File: config.mk
export PLATFORM = sky130hd
export DESIGN_NAME = obuf_writeback_flat
export DESIGN_NICKNAME = d
export VERILOG_FILES = /design/src/rtl/obuf_wb_pkg.sv /design/src/rtl/obuf_wb_if.sv /design/src/rtl/wb_fifo.sv /design/src/rtl/obuf_writeback.sv /design/src/flat_wrapper.sv
export SDC_FILE = /design/constraint.sdc
export NUM_CORES = 1
export LEC_CHECK = 0
export CORE_AREA = 5 5 172 174
export DETAILED_ROUTE_END_ITERATION = 10
export DIE_AREA = 0 0 177 179
export HOLD_SLACK_MARGIN = 0.15
export PLACE_DENSITY = 0.79
export SYNTH_ARGS = -nofsm -noshare
export SYNTH_HDL_FRONTEND = slang
export SYNTH_SLANG_ARGS = --single-unit
File: constraint.sdc
create_clock -name clk -period 5.27 [get_ports clk]
set_input_delay 1.054 -clock clk [delete_from_list [all_inputs] [get_ports clk]]
set_output_delay 1.054 -clock clk [all_outputs]
set_load 0.05 [all_outputs]
File: src/rtl/obuf_wb_pkg.sv
// Shared types and defaults for the obuf writeback drain engine.
package obuf_wb_pkg;

    typedef enum logic [1:0] {
        ST_IDLE,
        ST_READ,
        ST_DRAIN,
        ST_DONE
    } wb_state_e;

    localparam int DEFAULT_BURST_LEN  = 16;
    localparam int DEFAULT_FIFO_DEPTH = 4;

endpackage

File: src/rtl/obuf_wb_if.sv
// Valid/ready write-data stream carrying drained obuf words towards the DDR write channel.
interface obuf_wb_if #(
    parameter int DATA_W = 64
);
    logic              wr_valid;
    logic              wr_ready;
    logic [DATA_W-1:0] wr_data;
    logic              wr_last;

    modport master (output wr_valid, output wr_data, output wr_last, input wr_ready);
    modport slave  (input wr_valid, input wr_data, input wr_last, output wr_ready);
endinterface

File: src/rtl/wb_fifo.sv
// Small synchronous skid FIFO; one entry holds a data word plus its last flag.
module wb_fifo #(
    parameter int WIDTH = 65,
    parameter int DEPTH = 4
) (
    input  logic                     clk,
    input  logic                     reset,
    input  logic                     push,
    input  logic                     pop,
    input  logic [WIDTH-1:0]         din,
    output logic [WIDTH-1:0]         dout,
    output logic [$clog2(DEPTH):0]   count,
    output logic                     empty,
    output logic                     full
);
    localparam int PTR_W = $clog2(DEPTH);
    localparam int CNT_W = PTR_W + 1;

    logic [WIDTH-1:0] mem [DEPTH];
    logic [PTR_W-1:0] wr_ptr;
    logic [PTR_W-1:0] rd_ptr;
    logic             do_push;
    logic             do_pop;

    assign empty   = (count == '0);
    assign full    = (count == CNT_W'(DEPTH));
    assign do_pop  = pop & ~empty;
    assign do_push = push & (~full | do_pop);
    assign dout    = empty ? '0 : mem[rd_ptr];

    // NOTE: storage is deliberately not reset; pointers and count define validity, and dout is masked when empty.
    always_ff @(posedge clk) begin
        if (do_push) mem[wr_ptr] <= din;
    end

    // NOTE: sequential state uses non-blocking assignments so every register samples pre-edge values.
    always_ff @(posedge clk) begin
        if (reset) begin
            wr_ptr <= '0;
            rd_ptr <= '0;
            count  <= '0;
        end else begin
            if (do_push) wr_ptr <= wr_ptr + PTR_W'(1);
            if (do_pop)  rd_ptr <= rd_ptr + PTR_W'(1);
            count <= count + CNT_W'(do_push) - CNT_W'(do_pop);
        end
    end

endmodule

File: src/rtl/obuf_writeback.sv
// Drains a contiguous obuf word range through the memory-side read port into a
// burst-marked valid/ready write-data stream.
module obuf_writeback
    import obuf_wb_pkg::*;
#(
    parameter int MEM_DATA_WIDTH = 64,
    parameter int MEM_ADDR_WIDTH = 11,
    parameter int COUNT_W        = 16,
    parameter int BURST_LEN      = DEFAULT_BURST_LEN,
    parameter int FIFO_DEPTH     = DEFAULT_FIFO_DEPTH
) (
    input  logic                      clk,
    input  logic                      reset,
    input  logic                      start,
    input  logic [MEM_ADDR_WIDTH-1:0] cfg_base_addr,
    input  logic [COUNT_W-1:0]        cfg_num_words,
    output logic                      busy,
    output logic                      done,
    output logic                      mem_read_req,
    output logic [MEM_ADDR_WIDTH-1:0] mem_read_addr,
    input  logic [MEM_DATA_WIDTH-1:0] mem_read_data,
    obuf_wb_if.master                 wr
);
    localparam int CNT_W   = $clog2(FIFO_DEPTH) + 1;
    localparam int BURST_W = $clog2(BURST_LEN);

    wb_state_e               state;
    logic [COUNT_W-1:0]      num_words;
    logic [COUNT_W-1:0]      issued;
    logic [COUNT_W-1:0]      returned;
    logic [COUNT_W-1:0]      sent;
    logic                    data_valid;   // read issued last cycle, its data arrives now
    logic                    fifo_pop;
    logic                    fifo_empty;
    logic                    fifo_full;
    logic [CNT_W-1:0]        fifo_count;
    logic [CNT_W-1:0]        count_next;
    logic [MEM_DATA_WIDTH:0] fifo_dout;
    logic                    push_last;
    logic                    can_issue;
    logic                    last_pop;

    wb_fifo #(
        .WIDTH (MEM_DATA_WIDTH + 1),
        .DEPTH (FIFO_DEPTH)
    ) u_fifo (
        .clk   (clk),
        .reset (reset),
        .push  (data_valid),
        .pop   (fifo_pop),
        .din   ({push_last, mem_read_data}),
        .dout  (fifo_dout),
        .count (fifo_count),
        .empty (fifo_empty),
        .full  (fifo_full)
    );

    assign wr.wr_valid            = ~fifo_empty;
    assign {wr.wr_last, wr.wr_data} = fifo_dout;
    assign fifo_pop               = wr.wr_valid & wr.wr_ready;

    // NOTE: each always_comb output is assigned on every path so no latch is inferred.
    always_comb begin
        push_last  = (returned[BURST_W-1:0] == BURST_W'(BURST_LEN - 1)) ||
                     (returned == num_words - COUNT_W'(1));
        count_next = fifo_count + CNT_W'(data_valid) - CNT_W'(fifo_pop);
        // Next cycle's read is allowed if buffered words plus the read now in flight leave a free slot.
        can_issue  = (32'(count_next) + 32'(mem_read_req)) < 32'(FIFO_DEPTH);
        last_pop   = fifo_pop && (sent == num_words - COUNT_W'(1));
    end

    always_ff @(posedge clk) begin
        if (reset) begin
            state         <= ST_IDLE;
            busy          <= 1'b0;
            done          <= 1'b0;
            mem_read_req  <= 1'b0;
            mem_read_addr <= '0;
            data_valid    <= 1'b0;
            num_words     <= '0;
            issued        <= '0;
            returned      <= '0;
            sent          <= '0;
        end else begin
            assert (!(data_valid && fifo_full && !fifo_pop));
            data_valid <= mem_read_req;
            if (mem_read_req) mem_read_addr <= mem_read_addr + MEM_ADDR_WIDTH'(1);
            if (data_valid)   returned      <= returned + COUNT_W'(1);
            if (fifo_pop)     sent          <= sent + COUNT_W'(1);

            case (state)
                ST_IDLE: begin
                    if (start) begin
                        busy <= 1'b1;
                        if (cfg_num_words == '0) begin
                            state <= ST_DONE;
                        end else begin
                            num_words     <= cfg_num_words;
                            mem_read_addr <= cfg_base_addr;
                            mem_read_req  <= 1'b1;
                            issued        <= COUNT_W'(1);
                            returned      <= '0;
                            sent          <= '0;
                            state         <= (cfg_num_words == COUNT_W'(1)) ? ST_DRAIN : ST_READ;
                        end
                    end
                end
                ST_READ: begin
                    mem_read_req <= can_issue;
                    if (can_issue) begin
                        issued <= issued + COUNT_W'(1);
                        if (issued + COUNT_W'(1) == num_words) state <= ST_DRAIN;
                    end
                end
                ST_DRAIN: begin
                    mem_read_req <= 1'b0;
                    if (last_pop) begin
                        state <= ST_DONE;
                        busy  <= 1'b0;
                        done  <= 1'b1;
                    end
                end
                ST_DONE: begin
                    // Arriving with done low (zero-length start) spends one cycle before pulsing.
                    busy <= 1'b0;
                    done <= ~done;
                    if (done) state <= ST_IDLE;
                end
                default: state <= ST_IDLE;
            endcase
        end
    end

endmodule
File: src/flat_wrapper.sv
// flat-port wrapper written by rule: the top's interface ports become plain ports
module obuf_writeback_flat import obuf_wb_pkg::*;
#(
    parameter int MEM_DATA_WIDTH = 64,
    parameter int MEM_ADDR_WIDTH = 11,
    parameter int COUNT_W        = 16,
    parameter int BURST_LEN      = DEFAULT_BURST_LEN,
    parameter int FIFO_DEPTH     = DEFAULT_FIFO_DEPTH
)
  (clk, reset, start, cfg_base_addr, cfg_num_words, busy, done, mem_read_req, mem_read_addr, mem_read_data, wr_wr_valid, wr_wr_data, wr_wr_last, wr_wr_ready);
  obuf_wb_if wr_i ();
  input  logic clk;
  input  logic reset;
  input  logic start;
  input  logic [MEM_ADDR_WIDTH-1:0] cfg_base_addr;
  input  logic [COUNT_W-1:0] cfg_num_words;
  output logic busy;
  output logic done;
  output logic mem_read_req;
  output logic [MEM_ADDR_WIDTH-1:0] mem_read_addr;
  input  logic [MEM_DATA_WIDTH-1:0] mem_read_data;
  output wire logic [$bits(wr_i.wr_valid)-1:0] wr_wr_valid;
  output wire logic [$bits(wr_i.wr_data)-1:0] wr_wr_data;
  output wire logic [$bits(wr_i.wr_last)-1:0] wr_wr_last;
  input wire logic [$bits(wr_i.wr_ready)-1:0] wr_wr_ready;
  assign wr_wr_valid = wr_i.wr_valid;
  assign wr_wr_data = wr_i.wr_data;
  assign wr_wr_last = wr_i.wr_last;
  assign wr_i.wr_ready = wr_wr_ready;
  obuf_writeback #(.MEM_DATA_WIDTH(MEM_DATA_WIDTH), .MEM_ADDR_WIDTH(MEM_ADDR_WIDTH), .COUNT_W(COUNT_W), .BURST_LEN(BURST_LEN), .FIFO_DEPTH(FIFO_DEPTH)) u_core (.clk(clk), .reset(reset), .start(start), .cfg_base_addr(cfg_base_addr), .cfg_num_words(cfg_num_words), .busy(busy), .done(done), .mem_read_req(mem_read_req), .mem_read_addr(mem_read_addr), .mem_read_data(mem_read_data), .wr(wr_i));
endmodule
==> results.cfg, run 1 <==
[outcome]
outcome = completed

[routing]
drt_drc_violations_left = 0
drt-vias-per-instance = 5.68
num_vias = 9518
detailedRoute.firstIterationViolations = 628
postRouteAntennaNets = 0
dr.pass1.iters = 5
wirelength_um = 33500
detail_route.wl_per_cell_um = 20.0

[placement]
dpl.hpwl_um = 21600
quantity_of_i_o_buffers_inserted_on_ports = 174
dp.cells = 1606
preCtsSetupSlack_ps = 466
area_post_placement_mm2 = 0.0174
gp_congestion = 0.891

[clock_network]
clock-sinks = 350
cts.reportedPaths.clkPinSlew_ps = 60
post_cts_hold_buffer_count = 0
post-cts-setup-buffers = 0
tritoncts_clock_tree = done
clockRootBuffer = sky130_fd_sc_hd__clkbuf_16
tritoncts.num_buffers = 37
htreeDepth = 2
insertion_delay_to_the_later_sink_of_the_worst_skew_pair_ps = 520
postCtsResizedCells = 0
cts_max_path_buffers = 3

[floorplanning]
floorplan.die.height_um = 179
placement_rows = 61
fp.dieArea_mm2 = 0.0317
initial_core_util = 0.555
die_width_um = 177
core_area_mm2 = 0.0276
ioPinCount = 175

[timing]
report.final.hold_viol_count = 0
timing_worst_slew_pin_value_ps = 948
worst_clock_skew_on_the_final_layout_ps = 21.0
slew_viol_final = 0
period_share = 0.820
holdWs_ps = 480
setup_ws_ps = 948
achievable-frequency_mhz = 231
slew-limit-headroom = 0.368
rsz0062_at_grt = no
min_period_ps = 4320
tns_ps = 0
final-setup-viol-count = 0

[setup_path]
critPathCaptureType = flip-flop
timing_worst_setup_path_type = input port to flip-flop
crit_path_start_kind = input port
timing.rr.start = u_core.u_fifo.count[1]
worst_path_max_delay_cell = sky130_fd_sc_hd__or4_1
wp_data_required_ps = 5690
crit_path_end = u_core.state[1]
worst_ep_arrival_time_ps = 4750
timing.critical_path.cells = clkdlybuf4s50_1 > nand2_1 > clkinv_1 > ha_1 > inv_1 > ha_1 > inv_1 > fa_1 > xnor3_1 > o21ai_0 > a221oi_1 > o221ai_1 > or4_1 > o2bb2ai_1 > a21oi_1 > a311oi_1
slowest_delay_ps = 550
critPathLaunch = wr_wr_ready
worst_reg2reg_path_length_in_cells = 16
crit_fanout = 7
worst_r2r_endpoint = u_core.state[1]
regToRegSetupSlack_ps = 1060

[synth]
async_reset_ff_frac = 0
fraction_of_synthesized_cell_area_taken_by_the_top_area_cell_type = 0.509
post_synth_inst_count = 1105
postSynthAreaPerCell_um2 = 13.9
synthesis.nets = 1218
yosys-top-cells-count = sky130_fd_sc_hd__edfxtp_1 (260), sky130_fd_sc_hd__dfxtp_1 (90), sky130_fd_sc_hd__nor2_1 (87)
edff_count_synth = 260
leading_cell_type_by_number_of_instances_after_synthesis = sky130_fd_sc_hd__edfxtp_1
top_post_synthesis_cells_by_area = sky130_fd_sc_hd__edfxtp_1 (51%), sky130_fd_sc_hd__dfxtp_1 (12%), sky130_fd_sc_hd__mux4_2 (9.5%)
synth-main-ff-cell = sky130_fd_sc_hd__edfxtp_1
ys_types = 63
synth.yosys.seq_area_share = 0.627
ys.warnings.count = 0
synth_area_mm2 = 0.0153
ys_ff_latch = 350
yosys.area.top_type = sky130_fd_sc_hd__edfxtp_1

[layout]
final_design_area_no_fill_mm2 = 0.0187
finish.net_count = 1380
multi_input_combinational_cell_area_mm2 = 0.00539
regArea_mm2 = 0.00961
post_layout_nonfiller_instances = 1675
layout-drive-gt1-share = 0.116
synthToLayoutAreaGrowth_pct = 22.0
fillerInstances = 1935

[global_routing]
initial_antenna_violation_count = 2
grt_start_max_net_pins = 67
grt-ovfl-total = 0
grt_first_pass_wirelength_um = 52700
gr-usage-all-layers = 0.211
first_global_vias = 9687

[pwr]
p_per_area_mw_per_mm2 = 543
irDropWorstVdd_v = 0.000268
total_leakage_power_nw = 6.26

[job]
drv_cap = 0

[worst_hold_path]
hold_path_class = flip-flop to flip-flop
## routing by layer
layer,vias up,part of all wire,track usage
li1,4431,-,-
met1,4756,0.41,0.274
met2,278,0.51,0.373
met3,51,0.064,0.0394
met4,2,0.015,0.0445
met5,-,0.00039,0
## logic make-up (layout without fill, tap and decap cells)
logic type | Yosys count | after routing | share of synthesized area
other cells | 0 | 1 | 0
compound gates | 88 | 88 | 0.0372
mux | 83 | 83 | 0.107
buf+inv | 86 | 277 | 0.0224
flops | 350 | 350 | 0.627
xor+xnor | 114 | 114 | 0.0660
simple gates | 366 | 366 | 0.125
fa+ha+maj | 18 | 18 | 0.0157
## cell usage in the layout (no fill, tap or decap), types with 5 or more instances in the layout
cell type / instances
sky130_fd_sc_hd__nor4_1: 10
sky130_fd_sc_hd__and3_1: 16
sky130_fd_sc_hd__a211oi_1: 12
sky130_fd_sc_hd__mux2i_1: 18
sky130_fd_sc_hd__mux4_2: 65
sky130_fd_sc_hd__nand2_1: 76
sky130_fd_sc_hd__nor3_1: 10
sky130_fd_sc_hd__ha_1: 16
sky130_fd_sc_hd__buf_4: 11
sky130_fd_sc_hd__a31oi_1: 6
sky130_fd_sc_hd__clkbuf_1: 8
sky130_fd_sc_hd__nand3_1: 25
sky130_fd_sc_hd__clkinv_1: 7
sky130_fd_sc_hd__edfxtp_1: 260
sky130_fd_sc_hd__nor2_1: 87
sky130_fd_sc_hd__clkdlybuf4s50_1: 173
sky130_fd_sc_hd__dfxtp_1: 88
sky130_fd_sc_hd__a21oi_1: 32
sky130_fd_sc_hd__clkbuf_16: 38
sky130_fd_sc_hd__inv_1: 20
sky130_fd_sc_hd__bufinv_16: 5
sky130_fd_sc_hd__o21ai_0: 16
sky130_fd_sc_hd__nand4_1: 21
sky130_fd_sc_hd__or4_1: 7
sky130_fd_sc_hd__xnor2_1: 62
sky130_fd_sc_hd__and2_1: 67
sky130_fd_sc_hd__or3_1: 15
sky130_fd_sc_hd__xor2_1: 51
## area by class of cell
type,instances,share of cell area
Antenna cell,1,0.000134
Sequential cell,350,0.514
Timing Repair Buffer,188,0.100
Clock inverter,18,0.0129
Clock buffer,50,0.0554
Inverter,21,0.00421
Multi-Input combinational cell,669,0.288
Tap cell,378,0.0253
## worst max-delay path, delay by kind of cell
family / cells / cell delay, ps
AO/OA/AOI/OAI: 6 / 1170
XOR/XNOR: 1 / 190
adder cells (fa/ha/maj): 3 / 860
buffers and inverters: 4 / 770
AND/OR/NAND/NOR: 2 / 700
## sequential cells by signal (all words and copies together) (netlist names), named ones only
signal                count
u_core.u_fifo.mem       260
u_core.num_words         16
u_core.done               1
u_core.returned          16
u_core.busy               1
u_core.data_valid         1
u_core.u_fifo.count       3
u_core.mem_read_addr     11
u_core.sent              16
u_core.issued            16
u_core.u_fifo.rd_ptr      2
u_core.state              2
u_core.u_fifo.wr_ptr      2
u_core.mem_read_req       1
## worst min path at each step
stage                            startpoint                 to  cells past startpoint
after floorplan           u_core.issued[15]  u_core.issued[15]                      2
after global placement    u_core.issued[15]  u_core.issued[15]                      2
after detailed placement        u_core.busy        u_core.busy                      2
after CTS                 u_core.issued[15]  u_core.issued[15]                      2
after global routing            u_core.busy        u_core.busy                      2
final                     u_core.issued[15]  u_core.issued[15]                      2
## power breakdown
part           internal, mW  switching [mW]
registers              3.20           0.247
logic                  1.58            2.47
clock network          1.64            1.03
total                  6.41            3.76
## through the flow
| stage | total power [mW] | util |
|---|---|---|
| 4_1_cts | 10.3 | 0.677 |
| 6_report | 10.2 | 0.677 |
| 3_5_place_dp | 7.56 | 0.631 |
| 2_1_floorplan | 6.30 | - |
| 5_1_grt | 10.6 | 0.677 |
| 3_3_place_gp | 7.50 | 0.631 |
Power figures use the tool's default switching activity.
==> run 2, diff against run 1 <==
==> constraint.sdc (replaced) <==
create_clock -name clk -period 4.1 [get_ports clk]
set_input_delay 0.82 -clock clk [delete_from_list [all_inputs] [get_ports clk]]
set_output_delay 0.82 -clock clk [all_outputs]
set_load 0.05 [all_outputs]
==> run 2 against run 1 <==
  * Die area did not move
  * Final area rose by 0.24%
  * Wire length barely moved
  * Sequential power rose by 27%
  * Via count rose by 0.67%
  * Setup slack got worse by 640 ps
  * Critical path type is now flip-flop to flip-flop
  * Largest cell class unchanged
  * Highest routed layer unchanged
==> results.cfg, run 2 (same netlist as run 1, synthesis figures left out) <==
[layout]
utilization = 0.679
layout-drive-gt1-share = 0.127
layout.cells.most_common_list = sky130_fd_sc_hd__edfxtp_1 (260), sky130_fd_sc_hd__clkdlybuf4s50_1 (173), sky130_fd_sc_hd__dfxtp_1 (88)
largest_reg_flops = 260
fillerInstances = 1872
leading_cell_type_in_the_layout_fill_and_taps_excluded = sky130_fd_sc_hd__edfxtp_1
finish.net_count = 1389
regArea_mm2 = 0.00961
top_register = u_core.u_fifo.mem
synthToLayoutAreaGrowth_pct = 22.3
multi_input_combinational_cell_area_mm2 = 0.00541

[timing]
timing_worst_slew_pin_value_ps = 782
report.final.hold_viol_count = 0
slew-limit-headroom = 0.479
period_share = 0.924
achievable-frequency_mhz = 264
slew_viol_final = 0
final-setup-viol-count = 0
min_period_ps = 3790
holdWs_ps = 485
worst_clock_skew_on_the_final_layout_ps = 16.2
setup_ws_ps = 311
rsz0062_at_grt = no

[setup_path]
wp_data_required_ps = 4500
worst_ep_arrival_time_ps = 4190
regToRegSetupSlack_ps = 310
crit_path_start_kind = flip-flop
crit_fanout = 4
critPathCaptureType = flip-flop
timing_worst_setup_path_type = flip-flop to flip-flop

[routing]
detail_route.wl_per_cell_um = 19.9
dr.pass1.iters = 5
postRouteAntennaNets = 0
drt-vias-per-instance = 5.70
wirelength_um = 33500
detailedRoute.firstIterationViolations = 857
drt_drc_violations_left = 0
num_vias = 9582

[clock_network]
clockRootBuffer = sky130_fd_sc_hd__clkbuf_16
cts_max_path_buffers = 3
postCtsResizedCells = 0
post-cts-setup-buffers = 0
tritoncts.num_buffers = 36
htreeDepth = 2
clock-sinks = 350
post_cts_hold_buffer_count = 0
insertion_delay_to_the_later_sink_of_the_worst_skew_pair_ps = 510
cts.reportedPaths.clkPinSlew_ps = 60
tritoncts_clock_tree = done

[global_routing]
first_global_vias = 9567
global_route.usage.met3 = 0.0363
grt-ovfl-total = 0
grt_start_max_net_pins = 67
initial_antenna_violation_count = 3
use_met2 = 0.357
grt_first_pass_wirelength_um = 52500
gr-usage-all-layers = 0.210
most_crowded_layer_gr = met2
grtUsageMet1 = 0.281

[floorplanning]
initial_core_util = 0.555
fp.dieArea_mm2 = 0.0317
ioPinCount = 175
placement_rows = 61
core_area_mm2 = 0.0276
floorplan.die.height_um = 179
die_width_um = 177

[placement]
dpl.hpwl_um = 21400
gp_congestion = 0.945
preCtsSetupSlack_ps = -198
quantity_of_i_o_buffers_inserted_on_ports = 174

[outcome]
outcome = completed

[job]
drv_cap = 0

[worst_hold_path]
hold_path_class = flip-flop to flip-flop

[pwr]
p_per_area_mw_per_mm2 = 690
total_leakage_power_nw = 6.28
irDropWorstVdd_v = 0.000358
report.power.total_mw = 12.9
[run 2: changes by cell type in the layout (fill, tap and decap cells not counted), moves of 2 or more]
cell and change:
sky130_fd_sc_hd__buf_4 +7, sky130_fd_sc_hd__clkinv_1 -5, sky130_fd_sc_hd__clkbuf_8 +4, sky130_fd_sc_hd__clkinv_2 +4
sky130_fd_sc_hd__buf_12 +3, sky130_fd_sc_hd__bufinv_16 -3, sky130_fd_sc_hd__clkbuf_1 -2, sky130_fd_sc_hd__clkbuf_16 -2
[run 2: path summary, 6_finish.rpt]
path,startpoint,endpoint,cells past startpoint
setup / recovery,u_core.u_fifo.count[2],u_core.state[0],16
hold / removal,u_core.issued[11],u_core.issued[11],2
setup reg to reg,u_core.u_fifo.count[2],u_core.state[0],16
hold reg to reg,u_core.issued[11],u_core.issued[11],2
[run 2: area by class of cell]
type,instances,share of cell area
Sequential cell,350,0.513
Multi-Input combinational cell,669,0.288
Timing Repair Buffer,198,0.106
Clock buffer,50,0.0551
Tap cell,378,0.0252
Clock inverter,14,0.00807
Inverter,21,0.00420
Antenna cell,2,0.000267
[run 2: metrics by stage]
step	setup TNS, ps	std cells	area, µm²
detailed placement	-368	1616	17500
finish	0	1682	18800
floorplan	0	1105	15300
global route	0	1681	18800
CTS	0	1680	18700
global placement	-204	1616	17500
[run 2: report_power, final]
group	internal, mW	switching, mW
combinational	2.10	3.27
sequential	4.11	0.257
clock	1.90	1.31
total	8.10	4.84
[run 2: layer usage]
metal / part of all wire / vias up
met5: 0.00072 / -
met4: 0.024 / 4
met3: 0.063 / 59
met2: 0.51 / 338
met1: 0.41 / 4742
li1: - / 4439
[run 2: worst max-delay path, cell delays in order, from the launching register on]
cell,delay (ps)
sky130_fd_sc_hd__dfxtp_1,340
sky130_fd_sc_hd__or3_2,500
sky130_fd_sc_hd__nand2_1,110
sky130_fd_sc_hd__clkinv_1,80
sky130_fd_sc_hd__ha_1,290
sky130_fd_sc_hd__inv_1,60
sky130_fd_sc_hd__ha_1,130
sky130_fd_sc_hd__inv_1,50
sky130_fd_sc_hd__fa_1,360
sky130_fd_sc_hd__xnor3_1,200
sky130_fd_sc_hd__o21ai_1,100
sky130_fd_sc_hd__a221oi_1,240
sky130_fd_sc_hd__o221ai_1,180
sky130_fd_sc_hd__or4_4,570
sky130_fd_sc_hd__o2bb2ai_4,170
sky130_fd_sc_hd__a21oi_1,100
sky130_fd_sc_hd__o21ba_2,220
==> run 3, diff against run 2 <==
--- a/config.mk
+++ b/config.mk
@@ -10,6 +10,7 @@
 export DIE_AREA = 0 0 177 179
 export HOLD_SLACK_MARGIN = 0.15
 export PLACE_DENSITY = 0.79
+export SKIP_CTS_REPAIR_TIMING = 1
 export SYNTH_ARGS = -nofsm -noshare
 export SYNTH_HDL_FRONTEND = slang
 export SYNTH_SLANG_ARGS = --single-unit
==> results of run 3 <==
No change in the layout: final DEF, timing and power equal those of run 2.
